--- src/rtl/ones_pattern_gen.sv ---
// ones_pattern_gen
//   Enumerates, in ascending numeric order, every WIDTH-bit vector that has
//   exactly k bits set. A run is started with a target count k and hands out
//   one vector per valid/ready handshake until the largest such vector
//   (k ones packed at the MSB end) has been accepted.
//
// Ports
//   clk        : clock, all state changes on the rising edge
//   rst_n      : asynchronous active-low reset
//   start      : request a run (sampled only while busy=0)
//   count_in   : target number of ones k, captured when start is accepted
//   busy       : high while a run is in progress
//   out_vector : current enumerated vector
//   out_valid  : out_vector is valid
//   out_ready  : consumer ready
//   out_last   : out_vector is the final vector of the run
//   done       : one-cycle pulse after the final handshake
//   err        : one-cycle pulse when a start carries count_in > WIDTH
//   state_dbg  : current FSM state (0=IDLE, 1=SCAN, 2=HOLD)
//
// Handshake: a vector transfers on a rising edge where out_valid && out_ready.
// Once out_valid is high, out_vector and out_last stay constant until that
// transfer; out_valid never depends combinationally on out_ready.

module ones_pattern_gen #(
  parameter int WIDTH = 4,
  parameter int CW    = $clog2(WIDTH + 1)
) (
  input  logic             clk,
  input  logic             rst_n,
  input  logic             start,
  input  logic [CW-1:0]    count_in,
  output logic             busy,
  output logic [WIDTH-1:0] out_vector,
  output logic             out_valid,
  input  logic             out_ready,
  output logic             out_last,
  output logic             done,
  output logic             err,
  output logic [1:0]       state_dbg
);

  typedef enum logic [1:0] {
    IDLE = 2'd0,
    SCAN = 2'd1,
    HOLD = 2'd2
  } state_t;

  state_t           state;
  logic [WIDTH-1:0] cand;
  logic [CW-1:0]    k;
  logic [CW-1:0]    pop;
  logic [WIDTH-1:0] top;

  // Population count of the current candidate.
  always_comb begin
    pop = '0;
    for (int i = 0; i < WIDTH; i++) begin
      pop = pop + CW'(cand[i]);
    end
  end

  // Largest vector with k ones: the k most significant bits set (zero for k=0).
  // Reaching it ends the run, which also guarantees cand never wraps.
  always_comb begin
    top = '0;
    for (int i = 0; i < WIDTH; i++) begin
      top[i] = (i >= (WIDTH - int'(k)));
    end
  end

  assign busy      = (state != IDLE);
  assign state_dbg = state;

  always_ff @(posedge clk or negedge rst_n) begin
    if (!rst_n) begin
      state      <= IDLE;
      cand       <= '0;
      k          <= '0;
      out_vector <= '0;
      out_valid  <= 1'b0;
      out_last   <= 1'b0;
      done       <= 1'b0;
      err        <= 1'b0;
    end else begin
      done <= 1'b0;
      err  <= 1'b0;
      case (state)
        IDLE: begin
          if (start) begin
            if (count_in > CW'(WIDTH)) begin
              err <= 1'b1;
            end else begin
              k     <= count_in;
              cand  <= '0;
              state <= SCAN;
            end
          end
        end
        SCAN: begin
          if (pop == k) begin
            out_vector <= cand;
            out_valid  <= 1'b1;
            out_last   <= (cand == top);
            state      <= HOLD;
          end else begin
            cand <= cand + WIDTH'(1);
          end
        end
        HOLD: begin
          if (out_ready) begin
            out_valid <= 1'b0;
            if (out_last) begin
              out_last <= 1'b0;
              done     <= 1'b1;
              state    <= IDLE;
            end else begin
              // Resume the search one past the vector just delivered.
              cand  <= cand + WIDTH'(1);
              state <= SCAN;
            end
          end
        end
        default: state <= IDLE;
      endcase
    end
  end

endmodule

--- config.mk ---
export PLATFORM = sky130hd
export DESIGN_NAME = ones_pattern_gen
export DESIGN_NICKNAME = d
export VERILOG_FILES = /design/src/rtl/ones_pattern_gen.sv
export SDC_FILE = /design/constraint.sdc
export NUM_CORES = 1
export LEC_CHECK = 0
export ABC_AREA = 1
export ABC_CLOCK_PERIOD_IN_PS = 3000
export BUFFER_PORTS_ARGS = -buffer_cell sky130_fd_sc_hd__buf_2
export CAP_MARGIN = 10
export CORE_ASPECT_RATIO = 0.9
export CORE_MARGIN = 2
export CORE_UTILIZATION = 50
export CTS_CLUSTER_SIZE = 12
export DETAILED_ROUTE_END_ITERATION = 10
export HOLD_SLACK_MARGIN = 0.03
export PLACE_DENSITY = 0.7
export SYNTH_ARGS = -nofsm -noshare
export SYNTH_HDL_FRONTEND = slang
export SYNTH_SLANG_ARGS = --single-unit
--- constraint.sdc ---
create_clock -name clk -period 3 [get_ports clk]
set_clock_uncertainty 0.1 [all_clocks]
set_input_delay 0.3 -clock clk [delete_from_list [all_inputs] [get_ports clk]]
set_output_delay 0.3 -clock clk [all_outputs]
set_load 0.01 [all_outputs]
======== Word-level counts from Yosys, hierarchy flattened ========
Cells that the tools add are included.
operators by class
  add/sub/neg operators ................... 5
  $lt $le $gt $ge ......................... 5
  eq/ne operators ......................... 10
  muxes and demuxes ....................... 23
  bitwise operators ....................... 1
  reductions and logical operators ........ 9
operators by type and width
  kind                 count
  $mux 4               5
  $ne 2x2->1 const B   6
  $pmux 4 s3           1
  $mux 1               10
  $ge 3x4->1 const A   2
  $mux 2               4
  $pmux 2 s3           1
  $reduce_and 3->1     2
  $reduce_and 6->1     1
  $add 4x1->4 const B  1
  $eq 4x4->1           1
  $ge 1x4->1 const A   1
  $ge 2x4->1 const A   1
  $pmux 1 s2           2
  $reduce_and 4->1     1
  $reduce_bool 2->1    2
  $sub 3x3->4 const A  1
  $add 2x1->3          1
  $add 3x1->3          1
  $eq 3x3->1           1
  $gt 3x3->1 const B   1
  $reduce_bool 3->1    1
  $add 1x1->2          1
  $eq 2x1->1 const B   1
  other kinds (4)      4
storage, ports and cells
  bits in registers ....................... 17
  input bits .............................. 7
  word-level logic and storage cells ...... 61

======== Depth between registers and ports, before layout ========
  depth after elaboration ................. 6
  depth in mapped cells ................... 14

======== Worst setup path after synthesis ========
OpenSTA, ideal clock, no wires.
  kind .................................... register to register
  start point ............................. register cand[0]
  end point ............................... register out_last
  data arrival time ....................... 2.131 ns
  data required time ...................... 2.784 ns
  slack ................................... 0.653 ns
  stages on the path, launching flop included .. 15
  buffers on the path ..................... 0
  cell sequence ........................... dfrtp_1 inv_1 fa_1 inv_1 ha_1 ha_1 inv_1 nand2_1 nand2_2 nor2_4 nand2_1 nand2_2 nand3b_1 nand2_1 nand2_1
between the ends
  cells in the longest elaborated chain, start to end .. 6
  elaborated cells between the ends (all ways) .. 9
RTL lines
  what                        line  source
  from (decl)                 50    logic [WIDTH-1:0] cand;
  from (signal assigned)      107   cand <= cand + WIDTH'(1);
  from (signal assigned)      119   cand <= cand + WIDTH'(1);
  $add 1x1->2                 59    pop = pop + CW'(cand[i]);
  $add 2x1->3                 59
  $add 3x1->3                 59
  $eq 3x3->1                  101   if (pop == k) begin
  $ne 2x2->1 (no line)        --
  $reduce_and 3->1 (no line)  --
  to (signal assigned)        104   out_last <= (cand == top);
  to (decl)                   37    output logic out_last,
Parallel ways exist; a longest one is shown, timed or not. The select of a mux whose other input is x is not followed.
A chain may end at the register's enable or synchronous reset.

======== Worst setup path after layout ========
  start point ............................. register cand[0]
  end point ............................... register out_valid
between the ends
  cells in the longest elaborated chain, start to end .. 6
RTL lines
  what                        line  source
  $add 1x1->2                 59
  $add 2x1->3                 59
  $add 3x1->3                 59
  $eq 3x3->1                  101
  $ne 2x2->1 (no line)        --
  $reduce_and 3->1 (no line)  --
  to (signal assigned)        81    out_valid <= 1'b0;
  to (signal assigned)        103   out_valid <= 1'b1;
  to (signal assigned)        112   out_valid <= 1'b0;
  to (decl)                   35    output logic out_valid,
Every way passes these cells.

==> flow_summary.ini <==
[run_status]
status = finished, final reports clean

[clocking]
clk_latency_ps = 290
clk_path_buf_depth = 2
numCtsBuffers = 3
clock_sink_count = 17
cts_root_buf = clkbuf_4
clk_pin_slew_ps = 110
cts_tree = yes
htree_levels = 1
cts_resized = 0

[die]
core_um2 = 2180
die_h_um = 49.4
fp-row-count = 16
initial_utilization = 0.525
die_w_um = 54.4
num_io_pins = 18
die_area_um2 = 2690

[drt]
drtIter0Drc = 11
wire_per_inst_um = 11.4
antenna_left = 0
route.final.wire_length_um = 2300
vias = 962
drc = 0
firstDrtPassIters = 4
viasPerCell = 4.76

[power]
p_sw_mw = 0.593
combPwrFrac = 0.581
power_density_nw_per_um2 = 919
pwr-share-seq = 0.312
clkPwrFrac = 0.107
peakVddDrop_v = 0.000528
sw_frac_of_total = 0.498
p_leak_nw = 0.733
internal_power_mw = 0.597

[critical_path]
cp-start-kind = flip-flop
critPathMaxFanout = 5
critPathKind = flip-flop to flip-flop
required_ps = 3090
crit_path_end_kind = flip-flop
crit_arrival_ps = 2580

[min_path]
hp-class = primary input to flip-flop

[finish]
drive_gt1_frac = 0.160
areaGrowthSynthToFinish_pct = 13.1
fin_cells = 202
num_antenna_cells = 0
final_nets = 194
num-fill-cells = 201

[timing]
fin_crit_ps = 2490
tns_ps = 0
max_slew_margin = 0.739
setup_slack_ps = 509
rsz0062_at_grt = no
hold_viol_final = 0
drv_slew = 0
setup_viol = 0
fmax_mhz = 402
fin_crit_sh = 0.830
worst_pin_slew_ps = 391

[global_routing]
antenna_found_initial = 0
first_global_vias = 907
grt_start_max_net_pins = 18
grtUsageTotal = 0.198
grt.overflow.total = 0
grt_first_pass_wirelength_um = 3930

[logic_synthesis]
synthArstFlopShare = 1.00
syn_inst = 154
synth_fp_nets = 172
synth_seq_cells = 17
ys.flop_type = dfrtp_1
synth_area_um2 = 1140
ys.warnings.count = 0
syn_area_per_cell_um2 = 7.43
seq_area_frac_synth = 0.372
synth_edf_count = 0
synth.distinct_cells = 21

[place]
dpl.hpwl_um = 1820
portBuffers = 17
gp_congestion = 0.822
dp.cells = 197
pre_cts_ws_ps = 517

[flow_run]
drv_cap = 0
sequential cells by signal, summed over array words and instances (netlist names):
name        flops
cand            4
out_last        1
done            1
out_vector      4
state_dbg       2
out_valid       1
err             1
k               3
cell usage after synthesis, types with 3 or more instances:
library cell  count  area, um2
o21ai_0           6       30.0
o21ai_1           6       30.0
nand2_1          47        176
inv_1            22       82.6
a21oi_1           3       15.0
nand2_2           3       18.8
ha_1             10        125
dfrtp_1          17        425
nor2_1           19       71.3
nand4_1           4       25.0
nand3_1           7       35.0
stage by stage:
step / hold WS (ps) / instance area [um2] / utilization / total power [mW]
finish: 138 / 1290 / 0.593 / 1.19
global route: 119 / 1290 / 0.593 / 1.32
CTS: 136 / 1290 / 0.593 / 1.19
detailed placement: 147 / 1260 / 0.577 / 1.06
global placement: 138 / 1260 / 0.577 / 1.04
floorplan: -95.6 / 1140 / - / 0.899
power groups by stage:
stage | clock [mW] | sequential, mW | combinational, mW
3_5_place_dp | 0 | 0.377 | 0.686
6_report | 0.128 | 0.372 | 0.691
5_1_grt | 0.143 | 0.383 | 0.797
4_1_cts | 0.130 | 0.372 | 0.690
3_3_place_gp | 0 | 0.374 | 0.666
2_1_floorplan | 0 | 0.363 | 0.536
worst max-delay path, stage by stage, from the launching register on:
cell      delay (ps)
dfrtp_1          440
inv_1            110
fa_1             530
inv_1             40
ha_1             170
ha_1             300
inv_1             40
nand2_1           60
nand2_2           60
nor2_4           140
nand2_1           80
nand2_2           90
nand3b_1         120
nand2_1           80
nand2_1           40
cell usage in the layout, fill, tap and decap left out, drive strengths merged, types with 2 or more instances in the layout:
cell type | netlist | final
clkbuf | 0 | 4
a21oi | 3 | 3
nand3 | 8 | 8
o21ai | 12 | 12
buf | 1 | 17
ha | 10 | 10
nand2 | 51 | 51
xnor2 | 2 | 2
inv | 23 | 23
nor2 | 20 | 20
nand4 | 4 | 4
dfrtp | 17 | 17
logic make-up after synthesis:
family	Yosys count	synth area share
AO/OA/AOI/OAI	15	0.0656
AND/OR/NAND/NOR	84	0.327
flip-flops	17	0.372
adder cells (fa/ha/maj)	11	0.127
XOR/XNOR	3	0.0295
buffers and inverters	24	0.0798
per-layer routing:
layer	routed length, um	up-vias	share of wire	track usage
met1	1160	429	0.50	0.280
met2	1060	12	0.46	0.307
li1	-	519	-	-
met4	23	0	0.010	0.0500
met3	57	2	0.025	0.0368
met5	0	-	0	0
layout make-up:
type / count / area [um2] / area share
Multi-Input combinational cell: 113 / 628 / 0.485
Inverter: 23 / 86.3 / 0.0667
Timing Repair Buffer: 18 / 95.1 / 0.0734
Sequential cell: 17 / 425 / 0.329
Clock buffer: 4 / 26.3 / 0.0203
Tap cell: 27 / 33.8 / 0.0261
path summary, 6_finish.rpt:
check	from	depth (start not counted)	end	slack, ps
setup reg to reg	cand[0]	14	out_valid	510
max in group asynchronous	rst_n	2	out_vector[3]	2180
setup / recovery	cand[0]	14	out_valid	510
hold reg to reg	out_valid	2	out_valid	380
hold / removal	out_ready	3	done	140
min in group asynchronous	rst_n	2	out_last	340
timing repair:
action,CTS,global route
hold buffers,1,0
setup buffers,0,0
hold endpoints to repair,17,0
Note: power is estimated with default switching activity, not from simulation.
